<file path="src/rtl/select_bus_dist_pkg.sv">
// Shared constants and channel state encoding for the select_bus_dist block.
// Optional per-channel transfer counters are enabled with SELECT_BUS_DIST_CNT_EN.
package select_bus_dist_pkg;

  localparam int unsigned NCH   = 4;
  localparam int unsigned SEL_W = 2;
  localparam int unsigned CNT_W = 8;
  localparam logic [CNT_W-1:0] CNT_MAX = 8'hFF;

  typedef enum logic {
    CH_EMPTY = 1'b0,
    CH_FULL  = 1'b1
  } ch_state_e;

endpackage

</file>
<file path="src/rtl/dist_chan.sv">
// One output channel: a one-entry holding buffer with valid/ready drain.
// With SELECT_BUS_DIST_CNT_EN defined, also keeps a saturating accept counter.
module dist_chan
  import select_bus_dist_pkg::*;
#(
  parameter int unsigned n = 16
) (
  input  logic             clk,
  input  logic             rst,
  input  logic             load,
  input  logic [n:1]       din,
  output logic [n:1]       dout,
  output logic             valid,
  input  logic             ready,
`ifdef SELECT_BUS_DIST_CNT_EN
  output logic [CNT_W-1:0] cnt,
`endif
  output logic             full
);

  ch_state_e  state_q, state_d;
  logic [n:1] data_q, data_d;

  // A load while full implies ready was high, so replacing the word loses nothing.
  always_comb begin
    state_d = state_q;
    data_d  = data_q;
    if (load) begin
      state_d = CH_FULL;
      data_d  = din;
    end else if ((state_q == CH_FULL) && ready) begin
      state_d = CH_EMPTY;
    end
  end

  always_ff @(posedge clk) begin
    if (rst) begin
      state_q <= CH_EMPTY;
      data_q  <= '0;
    end else begin
      state_q <= state_d;
      data_q  <= data_d;
    end
  end

  assign dout  = data_q;
  assign valid = (state_q == CH_FULL);
  assign full  = (state_q == CH_FULL);

`ifdef SELECT_BUS_DIST_CNT_EN
  logic [CNT_W-1:0] cnt_q, cnt_d;

  always_comb begin
    cnt_d = cnt_q;
    if (load && (cnt_q != CNT_MAX)) begin
      cnt_d = cnt_q + 1'b1;
    end
  end

  always_ff @(posedge clk) begin
    if (rst) begin
      cnt_q <= '0;
    end else begin
      cnt_q <= cnt_d;
    end
  end

  assign cnt = cnt_q;
`endif

endmodule

</file>
<file path="src/rtl/select_bus_dist.sv">
// Routes one valid/ready input bus to one of four buffered output channels by sel.
// Define SELECT_BUS_DIST_CNT_EN to expose per-channel transfer counters on xfer_cnt.
module select_bus_dist
  import select_bus_dist_pkg::*;
#(
  parameter int unsigned n = 16
) (
  input  logic             clk,
  input  logic             rst,
  input  logic             enable,
  input  logic             in_valid,
  output logic             in_ready,
  input  logic [SEL_W-1:0] sel,
  input  logic [n:1]       bus_in,
  output logic [n:1]       bus_out0,
  output logic [n:1]       bus_out1,
  output logic [n:1]       bus_out2,
  output logic [n:1]       bus_out3,
  output logic [NCH-1:0]   out_valid,
`ifdef SELECT_BUS_DIST_CNT_EN
  output logic [31:0]      xfer_cnt,
`endif
  input  logic [NCH-1:0]   out_ready
);

  logic [NCH-1:0] full;
  logic [NCH-1:0] load;
  logic [n:1]     dout [NCH];
  logic           accept;

  // in_ready never looks at in_valid, so the producer may hold in_valid on it.
  assign in_ready = enable & (~full[sel] | out_ready[sel]);
  assign accept   = in_valid & in_ready;

  for (genvar k = 0; k < NCH; k++) begin : g_chan
    assign load[k] = accept & (sel == SEL_W'(k));

    dist_chan #(
      .n(n)
    ) u_chan (
      .clk  (clk),
      .rst  (rst),
      .load (load[k]),
      .din  (bus_in),
      .dout (dout[k]),
      .valid(out_valid[k]),
      .ready(out_ready[k]),
`ifdef SELECT_BUS_DIST_CNT_EN
      .cnt  (xfer_cnt[8*k+:8]),
`endif
      .full (full[k])
    );
  end

  assign bus_out0 = dout[0];
  assign bus_out1 = dout[1];
  assign bus_out2 = dout[2];
  assign bus_out3 = dout[3];

endmodule

</file>
<file path="config.mk">
export PLATFORM = sky130hd
export DESIGN_NAME = select_bus_dist
export DESIGN_NICKNAME = d
export VERILOG_FILES = /design/src/rtl/select_bus_dist_pkg.sv /design/src/rtl/dist_chan.sv /design/src/rtl/select_bus_dist.sv
export SDC_FILE = /design/constraint.sdc
export NUM_CORES = 1
export LEC_CHECK = 0
export ABC_AREA = 1
export ABC_CLOCK_PERIOD_IN_PS = 1800
export BUFFER_PORTS_ARGS = -buffer_cell sky130_fd_sc_hd__buf_4
export CAP_MARGIN = 20
export CORE_MARGIN = 1.5
export CORE_UTILIZATION = 35
export CTS_CLUSTER_DIAMETER = 200
export CTS_CLUSTER_SIZE = 14
export DETAILED_ROUTE_END_ITERATION = 16
export HOLD_SLACK_MARGIN = 0.05
export PLACE_DENSITY_LB_ADDON = 0.2
export SYNTH_ARGS = -nofsm -noshare
export SYNTH_HDL_FRONTEND = slang
export SYNTH_SLANG_ARGS = --single-unit
</file>
<file path="constraint.sdc">
create_clock -name clk -period 1.8 [get_ports clk]
set_clock_uncertainty 0.05 [all_clocks]
set_input_delay 0.36 -clock clk [delete_from_list [all_inputs] [get_ports clk]]
set_output_delay 0.36 -clock clk [all_outputs]
set_load 0.05 [all_outputs]
</file>
==> Flow_metrics.wiki, run 1 <==
{| class="wikitable"
! Metric !! Value
|-
| Critical path startpoint category || flop
|-
| Synth top area share || 44.9%
|-
| Starting Density || 36.5%
|-
| Average size of a mapped cell || 6.69 um^2
|-
| Remaining antenna violation count || 0
|-
| Number of flip-flops and latches in the synthesized netlist || 68
|-
| WL/cell || 11.0 um
|-
| Share of the yosys chip area belonging to registers || 44.9%
|-
| Wire length of the first global-routing pass || 11.8 mm
|-
| Total of endpoints with negative setup slack in the final report || 0
|-
| Gp weighted congestion || 0.835
|-
| Post-synth design cell area || 3030 um^2
|-
| Leading cell type in the layout, fill and taps excluded || sky130_fd_sc_hd__nand2_1
|-
| Unrepaired setup endpoints after global routing || no
|-
| Commonest cells after routing, fill and taps aside || 144 x sky130_fd_sc_hd__nand2_1, 130 x sky130_fd_sc_hd__nor2_1, 97 x sky130_fd_sc_hd__buf_4
|-
| Die Wd || 96.1 um
|-
| Quantity of I/O buffers inserted on ports || 94
|-
| Count of pins over their slew limit || 0
|-
| Buffer depth of the longest clock path || 2
|-
| Die height || 96.1 um
|-
| Peak supply drop || 0.614 mV
|-
| Clock tree sinks || 68
|-
| Clock tree from TritonCTS || yes
|-
| Post-synth net total || 479
|-
| Antenna violations before repair || 0
|-
| Synthesized netlist cell count || 453
|-
| Number of distinct library cells after synthesis || 15
|-
| Class of the worst hold path || input port to flop
|-
| Largest net degree at the start of global routing || 36
|-
| Number of setup buffers added after CTS || 0
|-
| Setup TNS after final layout || 0 ns
|-
| Highest fanout seen on the critical path || 3
|-
| Worst max-slew margin expressed relative to the limit || 75.3%
|-
| Minimum clock period || 1.71 ns
|-
| Total of hold buffers inserted after clock tree synthesis || 0
|-
| Critical Path Slowest Stage Cell || sky130_fd_sc_hd__dfxtp_1
|-
| Share of layout cells above drive strength 1 || 23.5%
|-
| DRC viols || 0
|-
| Tot Pwr || 3.36 mW
|-
| Final antenna diode count || 0
|-
| Num ports || 95
|-
| Max-capacitance violation count || 0
|-
| LEAKAGE || 2.26 nW
|-
| Setup WS pre-CTS || 0.140 ns
|-
| Vias in the first global route || 2525
|-
| Power per cell area || 840 nW/um^2
|-
| Pre-Repair DR Iteration Count || 4
|-
| Outcome || completed
|-
| HPWL reported at the end of detailed placement || 5.25 mm
|-
| Post-cts resize count || 0
|-
| Aggregate global routing overflow || 0
|-
| Buf/Inv on CP || 1
|-
| Number of placement rows || 33
|-
| Clock buffers created by TritonCTS || 9
|-
| Cell repeated most along the worst path || sky130_fd_sc_hd__nand2_1
|-
| Total Routed Length || 7.22 mm
|-
| Core area || 8300 um^2
|-
| Most area-consuming cells after synthesis || sky130_fd_sc_hd__dfxtp_1 45%, sky130_fd_sc_hd__nand2_1 18%, sky130_fd_sc_hd__nor2_1 16%
|-
| Area growth, synth to finish || 31.8%
|-
| Number of DRC violations after detailed-routing iteration 0 || 61
|-
| Post-synth top area cell || sky130_fd_sc_hd__dfxtp_1
|-
| Sequence of cells on the critical path || nand2_1, nand2_1, nand2_1, nand2_2, a21boi_2, buf_6
|-
| Count of synthesis-stage warnings from yosys || 0
|-
| Final worst slack || 0.0881 ns
|-
| Startpoint-to-endpoint class of the critical path || flop to output port
|-
| Post-DR vias/cell || 4.14
|-
| Final hold slack || 0.182 ns
|-
| Worst endpoint data arrival time || 1.30 ns
|-
| Number of H-tree levels || 3
|-
| Total via count after detailed routing || 2707
|-
| Clock Pin Slew Worst Setup and Hold Paths || 0.07 ns
|-
| GRT Resource Usage Total || 17.0%
|-
| Measured slew at the worst slew-check pin || 0.371 ns
|-
| Clock Latency Late Sink || 0.34 ns
|-
| Final Hold Viols || 0
|-
| Util after Layout || 48.1%
|-
| Clock tree root buffer cell || sky130_fd_sc_hd__clkbuf_8
|-
| Count of nets after finishing || 570
|-
| Die area || 9230 um^2
|-
| Final worst path period share || 95.1%
|-
| Worst path max stage delay || 0.33 ns
|-
| Required time worst endpoint || 1.39 ns
|-
| Largest delay contributor family on the critical path || flip-flops
|-
| FMAX || 584 MHz
|-
| Crit path capture type || output port
|}
flip-flops by register name, indices dropped and copies added, names as in the netlist:
register,flops
g_chan.u_chan.dout,64
g_chan.u_chan.full,4
Yosys cell counts:
cell type / count
sky130_fd_sc_hd__nand2_1: 144
sky130_fd_sc_hd__nor2_1: 130
sky130_fd_sc_hd__inv_1: 69
sky130_fd_sc_hd__dfxtp_1: 68
sky130_fd_sc_hd__buf_6: 12
sky130_fd_sc_hd__buf_1: 6
sky130_fd_sc_hd__buf_4: 5
sky130_fd_sc_hd__a21oi_1: 4
sky130_fd_sc_hd__nand4_4: 4
sky130_fd_sc_hd__inv_2: 3
sky130_fd_sc_hd__nand3_1: 3
sky130_fd_sc_hd__nor2_4: 2
sky130_fd_sc_hd__a21boi_1: 1
sky130_fd_sc_hd__nand2_2: 1
sky130_fd_sc_hd__nand2_8: 1
kinds of logic (layout without fill, tap and decap cells):
group / after synthesis / in the layout / synth area share, %
simple gates: 285 / 285 / 38.8
buf+inv: 95 / 191 / 15.4
flops: 68 / 68 / 44.9
compound gates: 5 / 5 / 0.908
report_power, final:
| part | internal (mW) | total (mW) | switching [mW] |
|---|---|---|---|
| Sequential | 1.56 | 1.59 | 0.0297 |
| Combinational | 0.179 | 0.561 | 0.382 |
| Clock | 0.634 | 1.21 | 0.574 |
stage by stage:
step,cell area [um^2],std cells
CTS,3990,654
global route,4000,654
global placement,3810,638
detailed placement,3810,638
finish,4000,654
floorplan,3040,453
final timing paths:
check                           cells after the start  slack (ns)                   endpoint                   from
worst min register to register                      2        0.44      g_chan[1].u_chan.full  g_chan[1].u_chan.full
worst max register to register                     10        0.38  g_chan[0].u_chan.dout[10]  g_chan[2].u_chan.full
worst max-delay path                                6        0.09                   in_ready  g_chan[2].u_chan.full
worst min-delay path                                2        0.18      g_chan[3].u_chan.full                    rst
final cells by class:
type	instances	area, um^2
fillers	858	4300
clock buffers	11	131
multi-input cells	290	1210
well taps	105	131
inverters	72	270
repair buffers	103	840
flip-flops and latches	68	1360
clock inverters	5	52.6
metal layers:
| layer | wire (um) | GRT usage, % |
|---|---|---|
| met3 | 495 | 5.53 |
| met4 | 102 | 5.88 |
| met2 | 3370 | 28.7 |
| met5 | 0 | 0 |
| met1 | 3250 | 20.0 |
Note: power is estimated with default switching activity, not from simulation.
==> run 2: changes to the inputs <==
- ABC_CLOCK_PERIOD_IN_PS: 1800 -> 2200
- clock period: 1.8 -> 2.2 ns (I/O delays scaled with it)
==> run 2 against run 1 <==
  * Sequential power fell by 18%
  * Die area did not move
  * Highest routed layer unchanged
  * Clock-buffer cell count fell by 1
  * Critical path depth did not move
  * Clock power fell by 6%
  * Hold slack improved by 0.078 ns
  * Register-to-register slack improved by 0.25 ns
  * Largest power group unchanged
  * Design area fell by 1.9%
==> Flow_metrics.wiki, run 2 (synthesis gave the netlist of run 1 again) <==
{| class="wikitable"
! Metric !! Value
|-
| DRC viols || 0
|-
| Vias in the first global route || 2458
|-
| Highest fanout seen on the critical path || 3
|-
| Proportion of power drawn by the clock network || 39.5%
|-
| Clock tree root buffer cell || sky130_fd_sc_hd__clkbuf_8
|-
| Count of filler cells inserted in the layout || 876
|-
| Area growth, synth to finish || 29.3%
|-
| Number of setup buffers added after CTS || 0
|-
| Gp weighted congestion || 0.868
|-
| Wire length of the first global-routing pass || 11.5 mm
|-
| Antenna violations before repair || 0
|-
| Worst max-slew margin expressed relative to the limit || 67.1%
|-
| Share of layout cells above drive strength 1 || 22.6%
|-
| Crit path from || g_chan[3].u_chan.full
|-
| Clock Latency Late Sink || 0.33 ns
|-
| Total via count after detailed routing || 2755
|-
| Launch instance of the worst register-to-register path || g_chan[3].u_chan.full
|-
| Outcome || completed
|-
| Commonest cells after routing, fill and taps aside || 144 x sky130_fd_sc_hd__nand2_1, 130 x sky130_fd_sc_hd__nor2_1, 94 x sky130_fd_sc_hd__buf_4
|-
| Die area || 9230 um^2
|-
| Post-DR vias/cell || 4.26
|-
| HPWL reported at the end of detailed placement || 4.99 mm
|-
| Tot Pwr || 2.89 mW
|-
| Leading cell type in the layout, fill and taps excluded || sky130_fd_sc_hd__nand2_1
|-
| Sequence of cells on the critical path || nand2_1, nand2_1, nand2_1, nand2_2, a21boi_1, buf_4
|-
| Max-capacitance violation count || 0
|-
| Starting Density || 36.5%
|-
| Worst path max stage delay || 0.34 ns
|-
| Final worst slack || 0.350 ns
|-
| Final Hold Viols || 0
|-
| Number of placement rows || 33
|-
| Power per cell area || 737 nW/um^2
|-
| Total internal power || 2.08 mW
|-
| LEAKAGE || 2.22 nW
|-
| Cell count of the worst reg-to-reg path || 8
|-
| Count of pins over their slew limit || 0
|-
| FMAX || 540 MHz
|-
| Final hold slack || 0.260 ns
|-
| Setup WS pre-CTS || 0.282 ns
|-
| Worst endpoint data arrival time || 1.36 ns
|-
| Critical path startpoint category || flop
|-
| Core area || 8300 um^2
|-
| Minimum clock period || 1.85 ns
|-
| WL/cell || 11.1 um
|-
| Setup TNS after final layout || 0 ns
|-
| Clock Pin Slew Worst Setup and Hold Paths || 0.07 ns
|-
| Class of the worst hold path || input port to flop
|-
| Total of hold buffers inserted after clock tree synthesis || 0
|-
| Area of all sequential standard cells || 1360 um^2
|-
| Post-cts resize count || 0
|-
| Worst hold path depth || 2
|-
| Final worst path period share || 84.1%
|-
| Launch instance of the worst min-delay path || rst
|-
| Measured slew at the worst slew-check pin || 0.493 ns
|-
| Buffer depth of the longest clock path || 2
|-
| Clock buffers created by TritonCTS || 9
|-
| Num ports || 95
|-
| Capturing element of the worst setup path || in_ready
|-
| Number of DRC violations after detailed-routing iteration 0 || 77
|-
| Share of power burned in combinational logic || 15.5%
|-
| Net Sw Power || 808 uW
|-
| Crit path capture type || output port
|-
| Aggregate global routing overflow || 0
|-
| Remaining antenna violation count || 0
|-
| Largest net degree at the start of global routing || 65
|-
| GRT Resource Usage Total || 16.4%
|-
| Total of endpoints with negative setup slack in the final report || 0
|-
| Die height || 96.1 um
|-
| Quantity of I/O buffers inserted on ports || 94
|-
| Setup slack, reg-to-reg || 0.63 ns
|-
| Number of cells on the critical path || 6
|-
| Peak supply drop || 0.293 mV
|-
| Clock tree from TritonCTS || yes
|-
| Buf/Inv on CP || 1
|-
| Capturing point of the worst reg2reg path || g_chan[3].u_chan.dout[5]
|-
| Startpoint-to-endpoint class of the critical path || flop to output port
|-
| Required time worst endpoint || 1.71 ns
|-
| Unrepaired setup endpoints after global routing || no
|-
| Cell repeated most along the worst path || sky130_fd_sc_hd__nand2_1
|-
| Final antenna diode count || 0
|-
| Area of the multi-input gates || 1200 um^2
|-
| Die Wd || 96.1 um
|-
| Sw Ratio || 28.0%
|-
| Count of nets after finishing || 562
|-
| Pre-Repair DR Iteration Count || 4
|-
| Largest delay contributor family on the critical path || flip-flops
|-
| Critical Path Slowest Stage Cell || sky130_fd_sc_hd__dfxtp_1
|-
| Number of H-tree levels || 3
|-
| Total Routed Length || 7.19 mm
|-
| Clock tree sinks || 68
|-
| Flip-flop count of the largest register after layout || 64
|-
| Reg power frac || 45.0%
|}
## run 2: changes by cell type in the layout (fill, tap and decap cells not counted), sizes merged
cell,previous run,this run
clkinvlp,1,0
buf,103,95
bufinv,1,2
clkbuf,11,10
clkinv,3,4
## run 2: worst min path at each step
| stage | end | slack [ns] |
|---|---|---|
| 2_1_floorplan | g_chan[0].u_chan.full | 0.40 |
| 3_3_place_gp | g_chan[0].u_chan.full | 0.43 |
| 3_5_place_dp | g_chan[2].u_chan.full | 0.44 |
| 4_1_cts | g_chan[3].u_chan.full | 0.24 |
| 5_1_grt | g_chan[3].u_chan.full | 0.25 |
| 6_report | g_chan[3].u_chan.full | 0.26 |
## run 2: per-layer routing
layer  vias up  GRT usage (%)  part of all wire, %
li1       1459              -                    -
met4         0           5.51                  1.3
met3         8           6.95                  7.6
met1      1213           18.9                   43
met5         -              0                    0
met2        75           27.3                   48
## run 2: power by group through the flow
stage | registers (mW) | clock network (mW) | logic [mW]
6_report | 1.30 | 1.14 | 0.447
5_1_grt | 1.30 | 1.23 | 0.487
4_1_cts | 1.30 | 1.18 | 0.453
3_5_place_dp | 1.33 | 0 | 0.451
3_3_place_gp | 1.33 | 0 | 0.446
2_1_floorplan | 1.47 | 0 | 0.155
## run 2: worst register-to-register path: cells and delay by family (launching register included)
kind	cells	cell delay, ns
flops	1	0.34
simple gates	8	1.08
## run 2: area by class of cell
cell class	instances	share of cell area [%]
Inverter	72	6.90
Tap cell	105	3.35
Sequential cell	68	34.7
Multi-Input combinational cell	290	30.7
Clock buffer	10	3.51
Timing Repair Buffer	95	18.5
Clock inverter	6	2.23
## run 2: through the flow
stage,area (um^2),util (%),instances
after CTS,3920,47.2,646
after floorplan,3030,-,453
after global placement,3690,44.5,630
after global routing,3920,47.2,646
final,3920,47.2,646
after detailed placement,3690,44.5,630
